**src/rtl/lsu_pkg.sv**
```systemverilog
// Shared types and RISC-V funct3 encodings for the load/store unit.
package lsu_pkg;
    typedef enum logic [1:0] {IDLE, ACCESS, RMW_WRITE, RESP} lsu_state_t;

    localparam logic [2:0] F3_LB  = 3'd0;
    localparam logic [2:0] F3_LH  = 3'd1;
    localparam logic [2:0] F3_LW  = 3'd2;
    localparam logic [2:0] F3_LD  = 3'd3;
    localparam logic [2:0] F3_LBU = 3'd4;
    localparam logic [2:0] F3_LHU = 3'd5;
    localparam logic [2:0] F3_LWU = 3'd6;
    localparam logic [2:0] F3_SB  = 3'd0;
    localparam logic [2:0] F3_SH  = 3'd1;
    localparam logic [2:0] F3_SW  = 3'd2;
    localparam logic [2:0] F3_SD  = 3'd3;

    typedef struct packed {
        logic        is_load;
        logic [2:0]  funct3;
        logic [2:0]  offset;
        logic [63:0] store_data;
    } lsu_req_t;

    // Byte-lane mask for an access of 1/2/4/8 bytes, LSB-aligned.
    function automatic logic [63:0] size_mask(input logic [1:0] sz);
        case (sz)
            2'd0:    return 64'h0000_0000_0000_00FF;
            2'd1:    return 64'h0000_0000_0000_FFFF;
            2'd2:    return 64'h0000_0000_FFFF_FFFF;
            default: return '1;
        endcase
    endfunction
endpackage

```
**src/rtl/lsu_load_align.sv**
```systemverilog
// Picks the addressed lane out of a memory word and sign/zero-extends it.
module lsu_load_align
    import lsu_pkg::*;
(
    input  logic [63:0] word,
    input  logic [2:0]  offset,
    input  logic [2:0]  funct3,
    output logic [63:0] data
);
    logic [63:0] sh;
    assign sh = word >> {offset, 3'b000};

    always_comb begin
        data = sh;
        case (funct3)
            F3_LB:   data = {{56{sh[7]}},  sh[7:0]};
            F3_LH:   data = {{48{sh[15]}}, sh[15:0]};
            F3_LW:   data = {{32{sh[31]}}, sh[31:0]};
            F3_LBU:  data = {56'd0, sh[7:0]};
            F3_LHU:  data = {48'd0, sh[15:0]};
            F3_LWU:  data = {32'd0, sh[31:0]};
            default: data = sh;
        endcase
    end
endmodule

```
**src/rtl/load_store_unit.sv**
```systemverilog
// Single-outstanding load/store unit over a word-indexed 64-bit data memory;
// sub-word stores are done as read-modify-write.
module load_store_unit
    import lsu_pkg::*;
#(
    parameter int MEM_DEPTH = 256
) (
    input  logic        clk,
    input  logic        reset,
    input  logic        req_valid,
    output logic        req_ready,
    input  logic        is_load,
    input  logic        is_store,
    input  logic [2:0]  funct3,
    input  logic [63:0] addr,
    input  logic [63:0] store_data,
    output logic        resp_valid,
    output logic [63:0] load_data,
    output logic        fault,
    output logic        mem_read,
    output logic        mem_write,
    output logic [63:0] mem_address,
    output logic [63:0] mem_write_data,
    input  logic [63:0] mem_read_data
);
    lsu_state_t  state;
    lsu_req_t    req;
    logic        mem_write_r;
    logic        req_bad;
    logic [63:0] load_word, lane_mask, merged;

    assign req_ready  = (state == IDLE);
    assign resp_valid = (state == RESP);
    // Reset wins over a pending write in the same cycle so an abandoned store never lands.
    assign mem_write  = mem_write_r & ~reset;

    lsu_load_align u_align (
        .word   (mem_read_data),
        .offset (req.offset),
        .funct3 (req.funct3),
        .data   (load_word)
    );

    assign lane_mask = size_mask(req.funct3[1:0]) << {req.offset, 3'b000};
    assign merged    = (mem_read_data & ~lane_mask) |
                       ((req.store_data << {req.offset, 3'b000}) & lane_mask);

    always_comb begin
        req_bad = 1'b0;
        if (is_load == is_store)            req_bad = 1'b1;
        if (is_load && funct3 == 3'd7)      req_bad = 1'b1;
        if (is_store && funct3[2])          req_bad = 1'b1;
        case (funct3[1:0])
            2'd1:    if (addr[0])          req_bad = 1'b1;
            2'd2:    if (addr[1:0] != 2'd0) req_bad = 1'b1;
            2'd3:    if (addr[2:0] != 3'd0) req_bad = 1'b1;
            default: ;
        endcase
        if ({3'b000, addr[63:3]} >= 64'(MEM_DEPTH)) req_bad = 1'b1;
    end

    always_ff @(posedge clk) begin
        if (reset) begin
            state          <= IDLE;
            req            <= '0;
            fault          <= 1'b0;
            load_data      <= '0;
            mem_read       <= 1'b0;
            mem_write_r    <= 1'b0;
            mem_address    <= '0;
            mem_write_data <= '0;
        end else begin
            case (state)
                IDLE: if (req_valid) begin
                    req.is_load    <= is_load;
                    req.funct3     <= funct3;
                    req.offset     <= addr[2:0];
                    req.store_data <= store_data;
                    mem_address    <= {3'b000, addr[63:3]};
                    if (req_bad) begin
                        fault     <= 1'b1;
                        load_data <= '0;
                        state     <= RESP;
                    end else begin
                        state <= ACCESS;
                        if (is_load || funct3 != F3_SD) begin
                            mem_read <= 1'b1;
                        end else begin
                            mem_write_r    <= 1'b1;
                            mem_write_data <= store_data;
                        end
                    end
                end
                ACCESS: begin
                    mem_read    <= 1'b0;
                    mem_write_r <= 1'b0;
                    if (req.is_load) begin
                        load_data <= load_word;
                        fault     <= 1'b0;
                        state     <= RESP;
                    end else if (req.funct3 == F3_SD) begin
                        load_data <= '0;
                        fault     <= 1'b0;
                        state     <= RESP;
                    end else begin
                        mem_write_data <= merged;
                        mem_write_r    <= 1'b1;
                        state          <= RMW_WRITE;
                    end
                end
                RMW_WRITE: begin
                    mem_write_r <= 1'b0;
                    load_data   <= '0;
                    fault       <= 1'b0;
                    state       <= RESP;
                end
                default: state <= IDLE;
            endcase
        end
    end
endmodule
```
**config.mk**
```make
export PLATFORM = sky130hd
export DESIGN_NAME = load_store_unit
export DESIGN_NICKNAME = d
export VERILOG_FILES = /design/src/rtl/lsu_pkg.sv /design/src/rtl/lsu_load_align.sv /design/src/rtl/load_store_unit.sv
export SDC_FILE = /design/constraint.sdc
export NUM_CORES = 1
export LEC_CHECK = 0
export CAP_MARGIN = 20
export CORE_MARGIN = 2
export CORE_UTILIZATION = 40
export CTS_BUF_LIST = sky130_fd_sc_hd__clkbuf_8
export DETAILED_ROUTE_END_ITERATION = 10
export GPL_TIMING_DRIVEN = 0
export PLACE_DENSITY = 0.68
export SYNTH_ARGS = -nofsm -noshare
export SYNTH_HDL_FRONTEND = slang
export SYNTH_SLANG_ARGS = --single-unit
```
**constraint.sdc**
```tcl
create_clock -name clk -period 6.45 [get_ports clk]
set_clock_uncertainty 0.15 [all_clocks]
set_input_delay 1.29 -clock clk [delete_from_list [all_inputs] [get_ports clk]]
set_output_delay 1.29 -clock clk [all_outputs]
set_load 0.02 [all_outputs]
```
# Word-level counts from Yosys, hierarchy flattened
# Cells that the tools add are included.
totals:
  ff_bits: 265
  word_cells: 102
op_classes:
  muxes: 41
  shift: 3
  n_eq_ne: 25
  n_bitwise: 6
  magnitude_cmp: 1
  n_reduce_logical: 15
ops:
  columns: ["cell", "n"]
  rows:
  - ["$mux 64", 9]
  - ["$pmux 64 s3", 2]
  - ["$pmux 64 s6", 1]
  - ["$and 64x64->64", 2]
  - ["$pmux 64 s2", 1]
  - ["$shl 64x6->64", 2]
  - ["$not 64->64", 1]
  - ["$or 64x64->64", 1]
  - ["$shr 64x6->64", 1]
  - ["$ge 61x9->1 const B", 1]
  - ["$mux 1", 21]
  - ["$eq 3x3->1 const B", 4]
  - ["$reduce_and 4->1", 3]
  - ["$eq 2x2->1 const B", 5]
  - ["$ne 2x2->1 const B", 5]
  - ["$pmux 1 s3", 3]
  - ["$eq 2x1->1 const B", 3]
  - ["$eq 3x2->1 const B", 2]
  - ["$pmux 2 s3", 1]
  - ["$reduce_and 6->1", 1]
  - ["$reduce_bool 3->1", 2]
  - ["$logic_not 2->1", 2]
  - ["$mux 2", 2]
  - ["$ne 2x1->1 const B", 2]
  - ["12 further kinds", 14]

# Logic depth before layout (Yosys ltp)
depth:
  ltp_word: 10
  ltp_mapped: 11
  ltp_nobuf: 8

# Cells and area by module
# Synthesis repeated with hierarchy kept, for this count alone.
unflattened:
  cells_unflattened: 1871
  area_unflattened_um2: 15518.6
by_module_without_submodules:
  columns: ["mod", "n_inst", "cells_per_inst", "area_per_inst_um2"]
  rows:
  - ["load_store_unit", 1, 1578, 13180.1]
  - ["lsu_load_align", 1, 293, 2338.5]

# Worst setup path before layout
# No wires, ideal clock.
synth_path:
  path_kind: "input-to-reg"
  start: "input addr[63]"
  end: "register load_data[32]"
  path_stages: 8
  slack_ns: 3.339
  n_path_buf: 2
  setup_time_ns: 0.117
  required_time_ns: 6.183
  arrival_ns: 2.844
  path_cell_list: "nor4_1 -> nand4_1 -> nor3_2 -> o2111ai_2 -> and4_1 -> buf_6 -> buf_6 -> a22o_1"
synth_between:
  elab_chain_len: 4
synth_lines:
  columns: ["item", "line", "text"]
  rows:
  - ["from (decl)", "load_store_unit.sv:15", "input logic [63:0] addr,"]
  - ["$ge 61x9->1", "load_store_unit.sv:59", "if ({3'b000, addr[63:3]} >= 64'(MEM_DEPTH)) req_bad = 1'b1;"]
  - ["$mux 1", "load_store_unit.sv:59", null]
  - ["$ne 2x1->1 (no line)", null, null]
  - ["$reduce_and 4->1 (no line)", null, null]
  - ["to (signal assigned)", "load_store_unit.sv:98", "load_data <= load_word;"]
  - ["to (decl)", "load_store_unit.sv:18", "output logic [63:0] load_data,"]
# Every way passes these cells.
# A chain may end at the register's enable or synchronous reset.

# Final worst setup path
layout_path:
  start: "input reset"
  end: "output mem_write"
layout_between:
  elab_chain_len: 2
layout_lines:
  columns: ["item", "line", "text"]
  rows:
  - ["from (decl)", "load_store_unit.sv:9", "input logic reset,"]
  - ["$not 1->1", "load_store_unit.sv:35", "assign mem_write = mem_write_r & ~reset;"]
  - ["$and 1x1->1", "load_store_unit.sv:35", null]
  - ["to (decl)", "load_store_unit.sv:21", "output logic mem_write,"]
# Every way passes these cells.

==> flow_summary.ini <==
[global_routing]
gr-usage-all-layers = 0.372
grt_pass1_wl_um = 104000
antenna_found_initial = 1
grt_pass1_vias = 15500
grt_max_degree = 14
grt_remaining_overflow = 0

[yosys]
synth_cell_types = 68
yosysTopAreaCellShare = 0.364
yosys-top-cells-count = nand2_1 (390), dfxtp_1 (265), a21oi_1 (209), mux2i_1 (151), nor2_1 (113)
syn_inst = 1777
avgSynthCellArea_um2 = 8.21
ys.flop_type = dfxtp_1
synth_area_leaders = dfxtp_1 (36%), mux2i_1 (10%), nand2_1 (10%)
yosysTopAreaCell = dfxtp_1
seq_area_frac_synth = 0.364
syn_area_um2 = 14600
synth_most_common_cell = nand2_1
synth-seq-cells = 265
synth_edf_count = 0
synth_async_sr_flop_share = 0
ys.warnings.count = 0

[sta]
setup_tns_ps = 0
holdWs_ps = 304
drv_slew = 0
maxSlewHeadroom = 0.277
timing.final.crit_share = 0.636
finalHoldViolCount = 0
fmax_ghz = 0.244
period_needed_ps = 4100
setup_viol = 0
rsz0062_at_grt = false
worst_pin_slew_ps = 1070

[pwr]
total_power_uw = 6910
p_leak_uw = 0.00711
power_density_nw_per_um2 = 346
vdd_drop_max_mv = 0.208

[placed_design]
gp_congestion = 1.04
io_buffer_count = 393
dpl-instance-area_um2 = 19100
dp_hpwl_um = 59000
dp_cells = 2633

[setup_path]
end_kind = output port
timing.critical_path.required_ps = 5010
critPathArrivalTime_ps = 2660
cp-start-kind = input pin
critPathBufInv = 2
crit_type = in2out
cp_common_cell = clkdlybuf4s50_1
slowest_delay_ps = 650
crit_chain = clkdlybuf4s50_1 > nor2b_1 > clkdlybuf4s50_1
crit_fanout = 6
slowest_stage = clkdlybuf4s50_1
crit_family = buffers and inverters

[detailed_routing]
via_per_inst = 5.91
vias = 16000
wire_per_inst_um = 26.8
dr.first_iter.drc_count = 1766
drc = 0
wl_um = 72800
ant_nets = 0
firstDrtPassIters = 6

[run]
cap_violations = 0

[cells_and_area]
layoutNonFillerInstCount = 2710
multi_input_area_um2 = 8450
drive_above_1_share = 0.0970
register_area_um2 = 5310
stdcell_area_um2 = 20000
area_growth_pct = 36.9
fill_cells = 3377
fin_nets = 2422

[clock_network]
h-tree-depth = 2
cts_resized = 0
cts_hold_buf = 0
clk_latency_ps = 650
clk_pin_slew_ps = 60
cts_made_buffers = 44
post_cts.repair.setup_buffers = 0
cts_num_sinks = 265
cts_buffer_depth = 3
cts_tree = done
root_buffer = clkbuf_8

[floorplan]
die_y_um = 195
fp.coreArea_um2 = 35700
io_pins = 397
start_util = 0.408
num_rows = 69
die_area_um2 = 38000
die-width_um = 195

[hold_path]
hold_class = reg2reg

[outcome]
outcome = completed
state kept, by name, summed over array words and instances, names as in the netlist:
signal          flops
mem_write_r         1
state               2
mem_write_data     64
mem_read            1
load_data          64
mem_address        61
req                71
fault               1
path summary, 6_finish.rpt:
kind              cells after the start  slack [ps]               from            endpoint
setup / recovery                      3        2350              reset           mem_write
hold / removal                        2         300  mem_write_data[6]   mem_write_data[6]
setup reg to reg                      8        2820           state[1]  mem_write_data[62]
hold reg to reg                       2         300  mem_write_data[6]   mem_write_data[6]
through the flow:
stage	utilization	setup slack, ps
floorplan	-	3340
global placement	0.534	1840
detailed placement	0.534	1860
CTS	0.559	2340
global route	0.559	2260
finish	0.559	2350
worst reg2reg max path, stage by stage, from the launching register on:
cell and delay [ps]:
dfxtp_1 330, inv_1 100, ha_1 170, clkbuf_1 380
clkbuf_1 510, clkbuf_1 750, nor2_1 90, nor4_1 840
a31o_2 210
area by class of cell:
type / instances / area share
sequential: 265 / 0.266
multi-input combinational: 1337 / 0.423
inverter: 17 / 0.00320
clock buffer: 54 / 0.0372
antenna: 1 / 0.000125
clock inverter: 22 / 0.00595
timing repair buffer: 393 / 0.197
tap: 461 / 0.0289
buffer: 160 / 0.0387
power by group:
part           switching (µW)  internal, µW  total, µW
Sequential                243          1900       2150
Clock                     737           760       1500
Combinational            2060          1220       3270
Total                    3040          3880       6910
layer usage:
layer  part of all wire  up-vias  global-route usage  routed length, µm
li1                   -     7239                   -                  -
met1               0.39     7625               0.465              28600
met2               0.44      968               0.582              32100
met3               0.10      195              0.0999               7630
met4              0.062        0               0.206               4480
met5                  0        -                   0                  0
cells by family (layout without fill, tap and decap cells):
kind of cell	Yosys count	in the layout	share of synthesized area
AND/OR/NAND/NOR	586	586	0.165
AO/OA/AOI/OAI	532	532	0.234
flip-flops	265	265	0.364
other	1	4	0.000257
buffers and inverters	177	646	0.0574
multiplexers	212	212	0.175
adder cells (fa/ha/maj)	4	4	0.00343
layout by cell type (no fill, tap or decap), types with 29 or more instances in the layout:
cell | synthesis | layout
a211oi_1 | 46 | 46
a21oi_1 | 209 | 209
a22o_1 | 32 | 32
buf_2 | 35 | 35
clkbuf_1 | 91 | 91
clkbuf_8 | 0 | 54
clkdlybuf4s50_1 | 0 | 393
dfxtp_1 | 265 | 265
inv_1 | 16 | 30
mux2_2 | 29 | 29
mux2i_1 | 151 | 151
mux4_2 | 32 | 32
nand2_1 | 390 | 390
nor2_1 | 113 | 113
o211ai_1 | 33 | 33
o21ai_0 | 106 | 106
Power figures use the tool's default switching activity.
